**src/rtl/basic_logic_calculator.sv**
```systemverilog
// basic_logic_calculator: single-bit logic unit selecting AND, OR, NOT A or
// NOT B under a 2-bit opcode. Result is combinational. A registered copy and
// a saturating count of high-result edges are kept for downstream stages.
module basic_logic_calculator #(
  parameter int CNT_W = 8
) (
  input  logic             clk,
  input  logic             rst,
  input  logic             A,
  input  logic             B,
  input  logic [1:0]       S,
  output logic             Result,
  output logic             result_q,
  output logic [CNT_W-1:0] hi_count
);

  typedef enum logic [1:0] {
    OP_AND  = 2'b00,
    OP_OR   = 2'b01,
    OP_NOTA = 2'b10,
    OP_NOTB = 2'b11
  } op_e;

  localparam logic [CNT_W-1:0] CNT_MAX = '1;

  // Opcode decode; Result depends only on A, B and S, never on clk or rst.
  always_comb begin
    // NOTE: assigning a default before the case keeps every path driven, so
    // no latch is inferred even if an opcode arm is later removed.
    Result = 1'b0;
    case (op_e'(S))
      OP_AND:  Result = A & B;
      OP_OR:   Result = A | B;
      OP_NOTA: Result = ~A;
      OP_NOTB: Result = ~B;
      default: Result = 1'b0;
    endcase
  end

  // One-cycle registered copy of Result; reset takes priority.
  always_ff @(posedge clk) begin
    // NOTE: state registers use non-blocking assignments so every flop samples
    // pre-edge values regardless of process ordering.
    if (rst) begin
      result_q <= 1'b0;
    end else begin
      result_q <= Result;
    end
  end

  // Saturating count of edges at which Result was high; holds at CNT_MAX.
  always_ff @(posedge clk) begin
    if (rst) begin
      hi_count <= '0;
    end else if (Result && (hi_count != CNT_MAX)) begin
      hi_count <= hi_count + CNT_W'(1);
    end
  end

endmodule

```
**config.mk**
```make
export PLATFORM = sky130hd
export DESIGN_NAME = basic_logic_calculator
export DESIGN_NICKNAME = d
export VERILOG_FILES = /design/src/rtl/basic_logic_calculator.sv
export SDC_FILE = /design/constraint.sdc
export NUM_CORES = 1
export LEC_CHECK = 0
export BUFFER_PORTS_ARGS = -buffer_cell sky130_fd_sc_hd__buf_2
export CORE_AREA = 2 2 39 41
export DETAILED_ROUTE_END_ITERATION = 7
export DIE_AREA = 0 0 41 43
export GPL_TIMING_DRIVEN = 0
export PLACE_DENSITY = 0.72
export SETUP_SLACK_MARGIN = 0.4
export SYNTH_ARGS = -nofsm -noshare
export SYNTH_HDL_FRONTEND = slang
export SYNTH_SLANG_ARGS = --single-unit
```
**constraint.sdc**
```tcl
create_clock -name clk -period 3.9 [get_ports clk]
set_input_delay 0.39 -clock clk [delete_from_list [all_inputs] [get_ports clk]]
set_output_delay 0.39 -clock clk [all_outputs]
set_load 0.05 [all_outputs]
```
* Word level (Yosys, flattened, before mapping)
Index checks and enable logic that the tools add are counted.
** Storage, ports and cells
- Flip-flop bits (word level) :: 9
- Output and inout port bits :: 10
** Operators by class
- $add $sub $neg :: 1
- Equal/unequal tests :: 4
- Reductions and logical operators :: 2
- Mux-type cells :: 1
- Bitwise operators :: 4
** Operator list (count)
- $add A8 B1 Y8 const B :: 1
- $ne A8 B8 Y1 const B :: 1
- $eq A2 B2 Y1 const B :: 2
- $pmux W1 S4 :: 1
- $eq A2 B1 Y1 const B :: 1
- $logic_not A2 Y1 :: 1
- $not A1 Y1 :: 2
- $and A1 B1 Y1 :: 1
- $logic_and A1 B1 Y1 :: 1
- $or A1 B1 Y1 :: 1

* Longest topological paths before layout
Gate-level depths: netlist (run 1).
- Depth in word-level cells :: 3
- Depth in mapped cells :: 5

* Worst setup path before layout (run 1)
No wires, ideal clock.
- Path kind :: reg-to-reg
- Start point :: reg hi_count[0]
- End point :: reg hi_count[0]
- Data arrival time :: 1770 ps
- Required time :: 3779 ps
- Slack :: 2008 ps
- Setup time :: 121 ps
- Cell stages (with the launch flop) :: 5
- Path buffers :: 0
- Cell sequence :: dfxtp_1 ha_1 nand3_1 o31a_4 mux2_4
** Between the ends
- Longest elaborated chain between the ends :: 2
** RTL lines
- start: declaration :: RTL line 14 : output logic [CNT_W-1:0] hi_count
- start signal: assignment :: RTL line 56 : hi_count <= hi_count + CNT_W'(1);
- parallel branches: the longest is 2 deep, another holds $add A8 B1 Y8
Parallel ways; which one is timed is not known.
A chain may end at the register's enable or synchronous reset.

* Worst setup path after layout (run 1)
- Start point :: in S[0]
- End point :: out Result
** Between the ends
- Longest elaborated chain between the ends :: 2
** RTL lines
- start: declaration :: RTL line 11 : input logic [1:0] S,
- $eq A2 B2 Y1 (tied with other cells) :: RTL line 31 : case (op_e'(S))
- $pmux W1 S4 (*) :: RTL line 31
- end: declaration :: RTL line 12 : output logic Result,
Every way passes the cells marked *; elsewhere a longest branch is shown, timed or not.

==> results of run 1 <==
==> stage by stage <==
stage	area (sq um)	cells	hold slack (ns)	utilization (%)
5_1_grt	601.8	87	0.4860	43.49
6_report	601.8	87	0.4782	43.49
3_3_place_gp	575.6	83	0.4901	41.59
4_1_cts	601.8	87	0.4695	43.49
2_1_floorplan	485.5	53	0.5851	-
3_5_place_dp	575.6	83	0.5011	41.59
==> kinds of logic (layout without fill, tap and decap cells) <==
logic type | count (synthesis) | count (layout) | synth area share (%)
AOI/OAI and AO/OA | 13 | 13 | 20.88
adders and majority gates | 2 | 2 | 4.896
buffers and inverters | 3 | 21 | 2.834
DFF | 9 | 9 | 37.11
muxes | 4 | 4 | 11.85
and+or+nand+nor | 22 | 22 | 22.42
==> cell usage after synthesis <==
master | n | share of area, %
a311oi_1 | 2 | 3.6
ha_1 | 1 | 2.6
dfxtp_1 | 9 | 37
a211oi_1 | 2 | 3.1
nand2_1 | 7 | 5.4
o41ai_1 | 1 | 1.8
nor2_1 | 4 | 3.1
mux2i_4 | 1 | 4.6
inv_1 | 1 | 0.77
maj3_2 | 1 | 2.3
mux2i_1 | 2 | 4.1
nor3_1 | 3 | 3.1
inv_4 | 1 | 1.3
a21oi_1 | 4 | 4.1
o311ai_0 | 1 | 1.8
mux2_4 | 1 | 3.1
nor4_1 | 1 | 1.3
a31oi_1 | 1 | 1.3
and3_1 | 1 | 1.3
a21boi_0 | 1 | 1.5
clkbuf_1 | 1 | 0.77
nor2b_1 | 2 | 2.6
o31a_4 | 1 | 3.6
nand3_1 | 2 | 2.1
and4_1 | 2 | 3.6
==> power groups by stage <==
| stage | Clock [mW] | Combinational [mW] | Sequential (mW) |
|---|---|---|---|
| after CTS | 0.0750 | 0.0493 | 0.0995 |
| after floorplan | 0 | 0.0248 | 0.115 |
| after global routing | 0.0812 | 0.0521 | 0.100 |
| after detailed placement | 0 | 0.0490 | 0.102 |
| after global placement | 0 | 0.0486 | 0.102 |
| final | 0.0718 | 0.0494 | 0.0995 |
==> per-layer routing <==
| metal | GRT usage, % | share of wire [%] | vias up |
|---|---|---|---|
| met2 | 18.44 | 45 | 14 |
| met5 | 0 | 0 | - |
| met4 | 12.00 | 2.0 | 0 |
| li1 | - | - | 240 |
| met3 | 4.712 | 4.9 | 2 |
| met1 | 18.12 | 48 | 216 |
==> worst reg2reg max path, cell delays in order, from the launching register on <==
cell and delay [ns]:
dfxtp_1 0.39, ha_1 0.30, nand3_1 0.20, o31a_4 0.33, mux2_4 0.30
==> state kept, by name, indices dropped and copies added (netlist names) <==
| signal | count |
|---|---|
| hi_count | 8 |
| result_q | 1 |
==> final cells by class <==
type,count,area [sq um]
inverters,2,10.01
clock buffers,4,26.28
multi-input cells,41,291.5
plain buffers,1,3.754
well taps,16,20.02
fillers,143,782.0
repair buffers,14,70.07
flip-flops and latches,9,180.2
==> final timing paths <==
kind	startpoint	to	slack, ns	cells after the start
max	S[0]	Result	2.06	5
min	S[1]	result_q$_SDFF_PP0_	0.48	3
max reg2reg	hi_count[0]$_SDFFE_PP0P_	hi_count[0]$_SDFFE_PP0P_	2.28	4
min reg2reg	hi_count[1]$_SDFFE_PP0P_	hi_count[1]$_SDFFE_PP0P_	0.51	2
==> summary.md, run 1 <==
| Metric | Value |
|---|---|
| Status | complete, no violations |
| Post-cts resize count | 0 |
| Sequential Power Share | 45.1% |
| Clk Latency, worst-skew pair | 0.25 ns |
| Max-slew headroom | 68.99% |
| Fin crit period | 1.838 ns |
| N_diodes | 0 |
| Cell mode on critical path | buf_2 |
| Pre-CTS WS | 2.067 ns |
| First-pass GRT wire length | 1676 microns |
| Total CTS buffers | 3 |
| Max clock buf depth | 2 |
| I/O Pins | 16 |
| Core region area | 1384 sq um |
| TritonRoute pass-1 iters | 4 |
| List of cells traversed by the critical path | buf_2 > maj3_2 > mux2i_4 > inv_4 > buf_2 |
| Overall fraction of global-route tracks in use | 14.29% |
| Most common cell after layout, fill and taps aside | buf_2 |
| Final hold vios | 0 |
| Starting Density | 35.08% |
| NumNets Final | 79 |
| HP Class | in2reg |
| Remaining antenna violation count after routing | 0 |
| Setup ws final | 2.062 ns |
| Detailed Place HPWL | 736 microns |
| Vias | 472 |
| Synth Warn # | 0 |
| Slew @ Worst Pin | 0.4652 ns |
| Largest net degree at the start of global routing | 11 |
| Switching power | 0.06946 mW |
| Max stage delay cell, worst path | maj3_2 |
| Drt drc | 0 |
| # rows | 14 |
| Area growth syn-to-layout | 23.97% |
| Initial antenna violation count | 0 |
| Initial DRC count | 7 |
| Clock share of power | 32.5% |
| WL final | 1000 microns |
| Mean Syn Cell Area | 9.160 sq um |
| Most frequent cells in the layout | buf_2, dfxtp_1, nand2_1, nor2_1, a21oi_1 |
| CP endpoint kind | primary output |
| Required time of the critical path | 3.51 ns |
| Total power | 0.2206 mW |
| Internal Pwr Total | 0.1512 mW |
| Postcts setup bufs | 0 |
| Pwr Density | 366.6 nW/um^2 |
| I/O Buffers | 14 |
| Count of cell types in the netlist | 25 |
| Clock skew | 0.0006317 ns |
| Kind of critical path | in2out |
| RSZ-0062 raised after global routing | false |
| Max-cap viol count | 0 |
| Buf/Inv on CP | 3 |
| Max Clk Rate | 0.5441 GHz |
| Die width | 41 microns |
| Via-to-Cell Ratio | 5.425 |
| Synth Instances | 53 |
| Post-synthesis cell area | 485.5 sq um |
| Setup TNS | 0 ns |
| Per-cell routed wire length | 11.49 microns |
| Leakage power | 0.2623 nW |
| CTS tree | built |
| Layout cells sized above 1 | 30.99% |
| Register area share after synthesis | 37.11% |
| Clock transition at path regs | 0.06 ns |
| Sw frac | 31.48% |
| CP Max Fanout | 9 |
| Tcrit/Tclk final | 47.13% |
| Max H-tree Level | 1 |
| Cts hold-fix bufs | 0 |
| Max Slew Vio Count | 0 |
| Gate power share | 22.4% |
| Worst setup SP type | input pin |
| Family with the most delay on the worst path | buffers and inverters |
| Post-Syn Nets | 60 |
| CP arrival | 1.45 ns |
| Synthesized flop and latch total | 9 |
| Routability Congestion | 0.7370 |
| Clk root buf | clkbuf_4 |
| Final setup fails | 0 |
| CP max stage delay | 0.32 ns |
| Clock Sinks | 9 |
| Die height | 43 microns |
| Vias in the first global route | 419 |
| VDD IR max | 0.0001392 V |
| Grt ovf | 0 |
| Die area | 1763 sq um |
No activity file was read; power rests on OpenSTA's default activity.
==> inputs of run 2 (changes only) <==
Clock period 3.9 ns to 1.7 ns, I/O delays scaled along.
==> run 2 against run 1 <==
Compared with the run above:
- final cell count rose by 8.0%
- global-route usage grew 2.4 points
- flip-flop and latch count unchanged
- largest power group unchanged
- largest cell class unchanged
- via count up 4.2%
- die area stayed put
- critical endpoint unchanged
- power up 140%
- combinational power grew to 2.9 times the previous value
- register-to-register slack worse by 1.9 ns
==> summary.md, run 2 (synthesis results as in run 1) <==
| Metric | Value |
|---|---|
| Status | complete, no violations (unchanged) |
| Final setup fails | 0 (unchanged) |
| Sequential Power Share | 41.9% (was 45.1%) |
| I/O Pins | 16 (unchanged) |
| Design Area, Final | 706.9 sq um (was 601.8 sq um) |
| CP Max Fanout | 9 (unchanged) |
| Core region area | 1384 sq um (unchanged) |
| Max Clk Rate | 0.7772 GHz |
| RSZ-0062 raised after global routing | true (was false) |
| Max stage delay cell, worst path | maj3_2 (unchanged) |
| Filler cells | 129 (was 143) |
| Most common cell after layout, fill and taps aside | buf_2 (unchanged) |
| Via-to-Cell Ratio | 5.234 (was 5.425) |
| Max reg flops | 8 (unchanged) |
| Die width | 41 microns (unchanged) |
| Starting Density | 35.08% (unchanged) |
| Required time of the critical path | 1.53 ns (was 3.51 ns) |
| Vias | 492 (was 472) |
| CP arrival | 1.12 ns (was 1.45 ns) |
| Cell mode on critical path | buf_2 (unchanged) |
| HP Class | in2reg (unchanged) |
| Max clock buf depth | 2 (unchanged) |
| Grt ovf | 0 (unchanged) |
| WL met2 | 581 microns (was 453 microns) |
| Leakage power | 0.3024 nW (was 0.2623 nW) |
| Worst setup SP type | input pin (unchanged) |
| Switching power | 0.1751 mW (was 0.06946 mW) |
| List of cells traversed by the critical path | buf_2 > maj3_2 > mux2i_4 > inv_4 > buf_2 (unchanged) |
| Detailed Place HPWL | 780.8 microns (was 736 microns) |
| Largest registers | hi_count (8), result_q (1) (unchanged) |
| Met1 WL | 516 microns (was 477 microns) |
| Max H-tree Level | 1 (unchanged) |
| Top routing layer used | met4 (unchanged) |
| # rows | 14 (unchanged) |
| Cell Area, Placed | 615.6 sq um (was 575.6 sq um) |
| Sw frac | 32.41% (was 31.48%) |
| Slew @ Worst Pin | 0.4535 ns (was 0.4652 ns) |
| Pre-CTS WS | 0.1458 ns (was 2.067 ns) |
| Total power | 0.5402 mW (was 0.2206 mW) |
| CP endpoint kind | primary output (unchanged) |
| Remaining antenna violation count after routing | 0 (unchanged) |
| Clk root buf | clkbuf_4 (unchanged) |
| Overall fraction of global-route tracks in use | 16.70% (was 14.29%) |
| Max-cap viol count | 0 (unchanged) |
| N_diodes | 0 (unchanged) |
| Drt drc | 0 (unchanged) |
| Setup TNS | 0 ns (unchanged) |
| Clock skew | 0.0002203 ns (was 0.0006317 ns) |
| Per-cell routed wire length | 12.52 microns (was 11.49 microns) |
| Setup ws final | 0.4133 ns (was 2.062 ns) |
| Total CTS buffers | 3 (unchanged) |
| Pwr Density | 764.1 nW/um^2 (was 366.6 nW/um^2) |
| CP max stage delay | 0.33 ns (was 0.32 ns) |
| Max-slew headroom | 69.77% (was 68.99%) |
| Final hold vios | 0 (unchanged) |
| Clock Sinks | 9 (unchanged) |
| Fin util | 51.09% (was 43.49%) |
| VDD IR max | 0.0004376 V (was 0.0001392 V) |
| First-pass GRT wire length | 1925 microns (was 1676 microns) |
| Die area | 1763 sq um (unchanged) |
| Internal Pwr Total | 0.3651 mW (was 0.1512 mW) |
| Top reg by flops | hi_count (unchanged) |
| Gate power share | 26.5% (was 22.4%) |
| TritonRoute pass-1 iters | 2 (was 4) |
| Die height | 43 microns (unchanged) |
| Vias in the first global route | 479 (was 419) |
| Largest net degree at the start of global routing | 11 (unchanged) |
| Most frequent cells in the layout | buf_2, buf_4, nand2_1, dfxtp_4 (was buf_2, dfxtp_1, nand2_1, nor2_1, a21oi_1) |
| Clock transition at path regs | 0.06 ns (about the same) |
| Tcrit/Tclk final | 75.69% |
| Kind of critical path | in2out (unchanged) |
| Initial antenna violation count | 0 (unchanged) |
| NumNets Final | 86 (was 79) |
| Area growth syn-to-layout | 45.62% (was 23.97%) |
| Routability Congestion | 0.6653 (was 0.7370) |
| Initial DRC count | 4 (was 7) |
| Clk Latency, worst-skew pair | 0.26 ns (was 0.25 ns) |
| Layout cells sized above 1 | 52.56% (was 30.99%) |
| CTS tree | built (unchanged) |
| Max Slew Vio Count | 0 (unchanged) |
| WL final | 1177 microns (was 1000 microns) |
| Fin crit period | 1.287 ns |
| Clock share of power | 31.6% (was 32.5%) |
| I/O Buffers | 14 (unchanged) |
| Metal3 WL | 44 microns (was 49 microns) |
-- run 2: area by class of cell --
| cell class | count | area, sq um | area share [%] |
|---|---|---|---|
| multi-input cells | 41 | 321.6 | 45.49 |
| clock buffers | 4 | 26.28 | 3.717 |
| plain buffers | 1 | 3.754 | 0.5310 |
| well taps | 16 | 20.02 | 2.832 |
| flip-flops and latches | 9 | 202.7 | 28.67 |
| inverters | 2 | 10.01 | 1.416 |
| repair buffers | 21 | 122.6 | 17.35 |
-- run 2: layer usage --
| metal | GRT usage, % | up-vias |
|---|---|---|
| li1 | - | 252 |
| met1 | 17.15 | 225 |
| met2 | 26.88 | 11 |
| met3 | 4.712 | 4 |
| met4 | 12.00 | 0 |
| met5 | 0 | - |
-- run 2: critical path: cells and delay by family --
| family | cells | cell delay (ns) |
|---|---|---|
| buf+inv | 3 | 0.43 |
| fa+ha+maj | 1 | 0.33 |
| mux | 1 | 0.20 |
-- run 2: power by group through the flow --
stage	clock network, mW	logic, mW	registers [mW]
after global placement	0	0.115	0.233
after CTS	0.175	0.142	0.225
after global routing	0.182	0.155	0.227
after detailed placement	0	0.117	0.233
final	0.171	0.143	0.226
after floorplan	0	0.0593	0.264
-- run 2: path summary, 6_finish.rpt --
| path | from | endpoint | slack [ns] | cells after the start |
|---|---|---|---|---|
| setup / recovery | S[0] | Result | 0.41 | 5 |
| hold reg to reg | hi_count[4]$_SDFFE_PP0P_ | hi_count[4]$_SDFFE_PP0P_ | 0.48 | 1 |
| setup reg to reg | hi_count[0]$_SDFFE_PP0P_ | hi_count[7]$_SDFFE_PP0P_ | 0.42 | 5 |
| hold / removal | rst | result_q$_SDFF_PP0_ | 0.29 | 2 |
-- run 2: stage by stage --
step,hold slack [ns],std cells
final,0.2944,94
after global routing,0.3381,94
after CTS,0.2908,94
after detailed placement,0.4692,83
after global placement,0.4637,83
after floorplan,0.3651,53
-- run 2: timing repair --
action,CTS,global route
hold endpoints to repair,0,0
gates resized for setup,1,3
pin swaps,3,2
setup buffers,7,0
hold buffers,0,0
setup endpoints to repair,2,5
